## config.mk

```make
export PLATFORM = sky130hd
export DESIGN_NAME = pipe_stage_reg
export DESIGN_NICKNAME = d
export VERILOG_FILES = /design/src/rtl/pipe_stage_reg.sv
export SDC_FILE = /design/constraint.sdc
export NUM_CORES = 1
export LEC_CHECK = 0
export CORE_ASPECT_RATIO = 0.9
export CORE_UTILIZATION = 47
export CTS_BUF_LIST = sky130_fd_sc_hd__clkbuf_2 sky130_fd_sc_hd__clkbuf_4 sky130_fd_sc_hd__clkbuf_8
export CTS_CLUSTER_SIZE = 16
export DETAILED_ROUTE_END_ITERATION = 8
export PLACE_DENSITY = 0.9
export SLEW_MARGIN = 0
export SYNTH_ARGS = -nofsm -noshare
export SYNTH_HDL_FRONTEND = slang
export SYNTH_SLANG_ARGS = --single-unit
```

## constraint.sdc

```tcl
create_clock -name clk -period 2.6 [get_ports clk]
set_input_delay 0.26 -clock clk [delete_from_list [all_inputs] [get_ports clk]]
set_output_delay 0.26 -clock clk [all_outputs]
set_load 0.05 [all_outputs]
```

## src/rtl/pipe_stage_reg.sv

```systemverilog
// pipe_stage_reg: generic inter-stage pipeline register with valid/ready
// handshake, optional two-entry skid buffer, flush, PC drop filter and a
// saturating stall counter.
//
// Ports:
//   clk, rst        clock (rising edge), synchronous active-high reset
//   flush           invalidate every held and incoming beat
//   in_valid/ready  upstream handshake (in_ready is the stage's allowin)
//   in_data, in_pc  upstream payload and PC
//   out_valid/ready downstream handshake
//   out_data,out_pc held payload and PC (always registered)
//   stall_cnt       cycles spent with out_valid=1 and out_ready=0 (saturates)
module pipe_stage_reg #(
  parameter int          DW      = 38,
  parameter int          SKID    = 0,
  parameter int          DROP_EN = 1,
  parameter logic [31:0] DROP_PC = 32'h1bfffffc,
  parameter int          CNT_W   = 16
) (
  input  logic             clk,
  input  logic             rst,
  input  logic             flush,
  input  logic             in_valid,
  output logic             in_ready,
  input  logic [DW-1:0]    in_data,
  input  logic [31:0]      in_pc,
  output logic             out_valid,
  input  logic             out_ready,
  output logic [DW-1:0]    out_data,
  output logic [31:0]      out_pc,
  output logic [CNT_W-1:0] stall_cnt
);

  typedef struct packed {
    logic [DW-1:0] data;
    logic [31:0]   pc;
  } beat_t;

  // Encoding chosen so bit 0 is the main-entry valid and bit 1 is the
  // skid-entry valid: both handshake outputs come straight off a flop.
  typedef enum logic [1:0] {
    EMPTY = 2'b00,
    ONE   = 2'b01,
    FULL  = 2'b11
  } state_t;

  localparam logic [CNT_W-1:0] CNT_MAX = '1;
  localparam logic [CNT_W-1:0] CNT_ONE = {{(CNT_W-1){1'b0}}, 1'b1};

  logic  accept, drain, drop, store;
  beat_t in_beat;

  assign in_beat = '{data: in_data, pc: in_pc};
  assign accept  = in_valid & in_ready;
  assign drain   = out_valid & out_ready;
  // A dropped beat completes its handshake but is never stored.
  assign drop    = accept & (DROP_EN != 0) & (in_pc == DROP_PC);
  assign store   = accept & ~drop;

  if (SKID == 0) begin : g_reg
    logic  vld_q;
    beat_t main_q;

    always_ff @(posedge clk) begin
      if (rst) begin
        vld_q  <= 1'b0;
        main_q <= '0;
      end else if (flush) begin
        vld_q  <= 1'b0;
      end else if (store) begin
        vld_q  <= 1'b1;
        main_q <= in_beat;
      end else if (drain) begin
        vld_q  <= 1'b0;
      end
    end

    assign in_ready  = ~vld_q | out_ready;
    assign out_valid = vld_q;
    assign out_data  = main_q.data;
    assign out_pc    = main_q.pc;
  end else begin : g_skid
    state_t state_q, state_d;
    beat_t  main_q, skid_q;
    logic   ld_main_in, ld_main_skid, ld_skid;

    always_comb begin
      state_d      = state_q;
      ld_main_in   = 1'b0;
      ld_main_skid = 1'b0;
      ld_skid      = 1'b0;
      case (state_q)
        EMPTY: if (store) begin
          state_d    = ONE;
          ld_main_in = 1'b1;
        end
        ONE: begin
          if (store && drain) begin
            ld_main_in = 1'b1;
          end else if (store) begin
            state_d = FULL;
            ld_skid = 1'b1;
          end else if (drain) begin
            state_d = EMPTY;
          end
        end
        FULL: if (drain) begin
          // in_ready is low here, so nothing can arrive alongside.
          state_d      = ONE;
          ld_main_skid = 1'b1;
        end
        default: state_d = EMPTY;
      endcase
      if (flush) begin
        state_d      = EMPTY;
        ld_main_in   = 1'b0;
        ld_main_skid = 1'b0;
        ld_skid      = 1'b0;
      end
    end

    always_ff @(posedge clk) begin
      if (rst) state_q <= EMPTY;
      else     state_q <= state_d;
    end

    always_ff @(posedge clk) begin
      if (rst) begin
        main_q <= '0;
        skid_q <= '0;
      end else begin
        if (ld_main_in)        main_q <= in_beat;
        else if (ld_main_skid) main_q <= skid_q;
        if (ld_skid)           skid_q <= in_beat;
      end
    end

    assign in_ready  = ~state_q[1];
    assign out_valid = state_q[0];
    assign out_data  = main_q.data;
    assign out_pc    = main_q.pc;
  end

  always_ff @(posedge clk) begin
    if (rst)
      stall_cnt <= '0;
    else if (out_valid && !out_ready && stall_cnt != CNT_MAX)
      stall_cnt <= stall_cnt + CNT_ONE;
  end

endmodule
```

======== Word level (Yosys, flattened, before mapping) ========
Cells that the tools add are included.
W data, S select, Z words.
word-level totals
  input port bits ......................... 75
  output and inout port bits .............. 88
  bits in registers ....................... 87
  word-level logic and storage cells ...... 23
cells by class
  equal/unequal tests ..................... 2
  reduce and logical (&&, ||, !) cells .... 6
  bitwise logic cells ..................... 8
  multiplexer cells ....................... 2
  add/sub/neg operators ................... 1
operators with widths
  kind                     count
  $eq A32 B29 Y1 const B   1
  $add A16 B1 Y16 const B  1
  $ne A16 B16 Y1 const B   1
  $and A1 B1 Y1            4
  $not A1 Y1               3
  $logic_and A1 B1 Y1      2
  $mux W1                  2
  $reduce_and A2 Y1        1
  $reduce_bool A2 Y1       1
  $reduce_or A2 Y1         1
  $logic_not A1 Y1         1
  $or A1 B1 Y1             1

======== Depth between registers and ports, before layout ========
  word-level depth ........................ 7
  depth in mapped cells ................... 6
  depth with buffers taken out ............ 5

======== Worst setup path before layout ========
Ideal clock, no wire load.
  path type ............................... flip-flop to flip-flop
  from .................................... register stall_cnt[3]
  to ...................................... register stall_cnt[15]
  period minus slack after synthesis ...... 2,207 ps
  data required time ...................... 2,484 ps
  arrival ................................. 2,091 ps
  path slack .............................. 393 ps
  cell stages (with the launch flop) ...... 6
  path buffers ............................ 1
  library setup time ...................... 116 ps
  cell sequence ........................... dfxtp_1 > nand4_2 > or4_1 > clkbuf_2 > or4_1 > o211a_1
between the ends
  cells in the longest elaborated chain, start to end .. 2
  elaborated cells between the ends (all ways) .. 3
  classes of those cells .................. 1 x add/sub; 1 x eq/ne; 1 x reduce/logical
RTL lines
  element                                                  line  RTL
  start: declaration                                       31    output logic [CNT_W-1:0] stall_cnt
  start signal: assignment                                 148   stall_cnt <= stall_cnt + CNT_ONE;
  branches (longest 2 deep; another with $add A16 B1 Y16)  --
Several ways; the timed one is not identified.
A chain may end at the register's enable or synchronous reset.

======== Worst setup path in the final report ========
  from .................................... register g_reg.vld_q, in the netlist out_valid
  to ...................................... output port in_ready
between the ends
  cells in the longest elaborated chain, start to end .. 2
RTL lines
  element                   line  RTL
  start: declaration        61    logic vld_q;
  start signal: assignment  66    vld_q <= 1'b0;
  start signal: assignment  69    vld_q <= 1'b0;
  start signal: assignment  71    vld_q <= 1'b1;
  $not A1 Y1                78    assign in_ready = ~vld_q | out_ready;
  $or A1 B1 Y1              78
  end: declaration          24    output logic in_ready,
Every way passes these cells.

==> results.env <==
LAYOUT.FILLER_CELLS=584
SWSHARE=0.285
MAXCAPVIOLATIONS=0
INITIAL_CORE_UTIL=0.491
GRT_SETUP_UNREPAIRED='false'
TYPE_OF_THE_WORST_SETUP_PATH='flip-flop to primary output'
TOP_LEVEL_PORTS=163
POSTCTSSETUPREPAIRBUFS=0
SYN_AVG_CELL_AREA_UM2=8.96
CLOCK_PATH_BUFFERS=2
HPWL_MM=7.25
CTS_TREE='done'
FINALSETUPTNS_NS=0
SYNTH_FLOP_CELL='dfxtp_1'
POST-PLACE-WS_NS=0.172
YOSYS.CELL_COUNT.TOP_TYPE='nand2_1'
CORE.ROWCOUNT=30
DRT_FIRST_PASS_ITERS=4
IO_BUFFERS=162
CRITICAL_PATH.MAX_STAGE_DELAY_NS=0.73
HOLD_VIOL_FINAL=0
LEAKAGE_nW=2.12
FINAL.SETUP.WORST_SLACK_NS=0.394
GRT_PASS1_VIAS=3378
VIASPERCELL=5.13
FIN_CRIT_SH=0.848
SYNTH_TOP_CELLS_BY_AREA='dfxtp_1 (46%), mux2i_1 (19%), nand2_1 (15%)'
ROUTE.ANTENNA.REMAINING_NETS=0
POSTLAYOUTCOREUTIL=0.740
DIE_AREA_MM2=0.00836
CTS_BUFFER_COUNT=9
CRITICAL_PATH.MAX_FANOUT=4
WORSTSETUPSTARTPOINTTYPE='flip-flop'
WIRE_LENGTH_OF_THE_FIRST_GLOBAL_ROUTING_PASS_MM=15.4
SYN-INSTANCE-COUNT=420
OVERFLOW=0
STATUS='finished clean'
POSTSYNTHREGISTERBITS=87
PIN_COUNT_OF_THE_BIGGEST_NET_ENTERING_GLOBAL_ROUTING=84
DIE_X_EXTENT_UM=96.3
WL_PER_CELL_UM=14.5
MAX-SLEW-MARGIN-REL=0.584
CTS.REPAIR.RESIZED=0
SEQUENTIAL_FRACTION_OF_DESIGN_POWER=0.469
SYNTH.YOSYS.WARNINGS=0
NET-SWITCHING-POWER_uW=862
REPORT.POWER.TOTAL_mW=3.02
AREA_GROWTH_SYN_TO_LAYOUT_PCT=50.6
FINAL_PERIOD_MINUS_WORST_SETUP_SLACK_NS=2.21
FINALCLOCKSKEW_NS=0.0115
WORST_SLEW_PIN_SLEW_NS=0.623
DETAIL_ROUTE.ITER0.VIOLATIONS=115
SYNTH_COMMONEST_CELLS='nand2_1 (147), dfxtp_1 (87), mux2i_1 (71)'
SYNTH_TOP_AREA_SHARE=0.463
POWER.DENSITY_mW_PER_MM2=534
VIAS=3474
INITIAL_ANTENNA_VIOLATION_COUNT=0
NUMCLOCKSINKS=87
CELLINTERNALPOWER_mW=2.16
SETUP_VIOLATIONS=0
SYNTHESIS.AREA_MM2=0.00376
CP.REQUIRED_NS=2.34
DIE-HEIGHT_UM=86.9
TIMING_MAX_TRANSITION_VIOLATIONS_FINAL=0
DRCVIOLATIONCOUNT=0
DOMINANT_CELL_TYPE_BY_AREA_AFTER_SYNTHESIS='dfxtp_1'
SYN_NETS=496
PWR-SHARE-CLK=0.326
FINALNETCOUNT=652
POST_LAYOUT_NONFILLER_INSTANCES=677
CTS.REPORTEDPATHS.CLKPINSLEW_NS=0.09
WORSTPATHCELLLIST='nor2b_1 > inv_1 > clkdlybuf4s50_1'
SYNTH_SEQUENTIAL_AREA_RATIO=0.463
ARRIVAL_NS=1.95
CLOCK_INSERTION_DELAY_WORST_SKEW_NS=0.35
CORE_AREA_MM2=0.00766
POSTSYNTH.ASYNCRESETSHARE=0
YOSYS.CELL_TYPES.COUNT=40
WORST_HOLD_PATH_TYPE='flip-flop to flip-flop'
DP_CELLS=661
CLOCKROOTBUFFER='clkbuf_8'
LAYOUT-DRIVE-GT1-SHARE=0.0602
HIGHEST_ACHIEVABLE_CLOCK_RATE_GHz=0.453
CRITPATHSLOWESTCELL='clkdlybuf4s50_1'
SHARE_COMB_OF_TOTAL_POWER=0.205
ROUTE.FINAL.WIRE_LENGTH_MM=9.80
VDD.IR_DROP.WORST_mV=0.318
GP_CONGESTION=0.784
ANTENNA-DIODE-COUNT=0
SYNTH_EDF_COUNT=0
POSTCTSHOLDBUFS=0
GRT.TOTAL_USAGE=0.236
CTS_MAX_LEVEL=3
ENDPOINT_KIND='primary output'
-- power by group through the flow --
stage          logic, mW  registers, mW  clock network (mW)
6_report           0.620           1.42               0.985
2_1_floorplan      0.160           1.65                   0
4_1_cts            0.623           1.42                1.00
3_5_place_dp       0.620           1.45                   0
3_3_place_gp       0.609           1.45                   0
5_1_grt            0.652           1.43                1.06
-- placed cells by master, fill, tap and decap left out, drive strengths merged, types with 2 or more instances in the layout --
cell type        n
clkdlybuf4s50  162
nor2b            2
o31ai            5
clkinvlp         2
and4             3
inv              9
o21ai            5
a21oi           11
dfxtp           87
nor2             3
nor4             3
nand3            5
a211oi           2
mux2i           71
nand4            9
o41ai            2
buf              9
nand2          147
or4              8
nor3             3
or3              4
o311ai           2
nand4b           2
clkbuf          12
and3             3
-- worst paths after layout --
path                                  start                         end  slack [ns]  depth (start not counted)
hold / removal    out_data[24]$_SDFFE_PP0P_   out_data[24]$_SDFFE_PP0P_        0.46                          2
setup reg to reg  stall_cnt[0]$_SDFFE_PP0P_  stall_cnt[12]$_SDFFE_PP0P_        0.57                          5
setup / recovery     out_valid$_SDFFE_PP0P_                    in_ready        0.39                          3
hold reg to reg   out_data[24]$_SDFFE_PP0P_   out_data[24]$_SDFFE_PP0P_        0.46                          2
-- layout make-up --
| type | instances | area (um^2) | share of cell area |
|---|---|---|---|
| multi-input combinational | 298 | 1830 | 0.323 |
| sequential | 87 | 1740 | 0.307 |
| timing repair buffer | 171 | 1730 | 0.305 |
| clock buffer | 12 | 159 | 0.0281 |
| tap | 96 | 120 | 0.0212 |
| clock inverter | 4 | 53.8 | 0.00950 |
| inverter | 9 | 36.3 | 0.00641 |
-- critical path, delay by kind of cell, from the launching register on --
family,cells,cell delay (ns)
AND/OR/NAND/NOR,1,0.34
flip-flops,1,0.40
buffers and inverters,2,0.87
-- logic make-up (layout without fill, tap and decap cells) --
family	Yosys count	after routing	synth area share
mux	72	72	0.192
simple gates	195	195	0.237
fa+ha+maj	1	1	0.00333
flops	87	87	0.463
compound gates	30	30	0.0516
buf+inv	35	196	0.0529
-- stage by stage --
stage               hold WS (ns)  cell area (um^2)
finish                     0.460              5660
CTS                        0.448              5660
floorplan                  0.363              3760
detailed placement         0.449              5450
global placement           0.441              5450
global route               0.455              5660
-- sequential cells by signal, indices dropped and copies added, names as in the netlist --
| name | cells |
|---|---|
| out_data | 38 |
| out_valid | 1 |
| stall_cnt | 16 |
| out_pc | 32 |
-- layer usage --
metal | vias to the layer above | GRT usage | part of all wire
met3 | 10 | 0.0733 | 0.075
met2 | 117 | 0.422 | 0.51
met5 | - | 0 | 0
met1 | 1599 | 0.266 | 0.41
li1 | 1748 | - | -
met4 | 0 | 0.0749 | 0.012
Note: power is estimated with default switching activity, not from simulation.
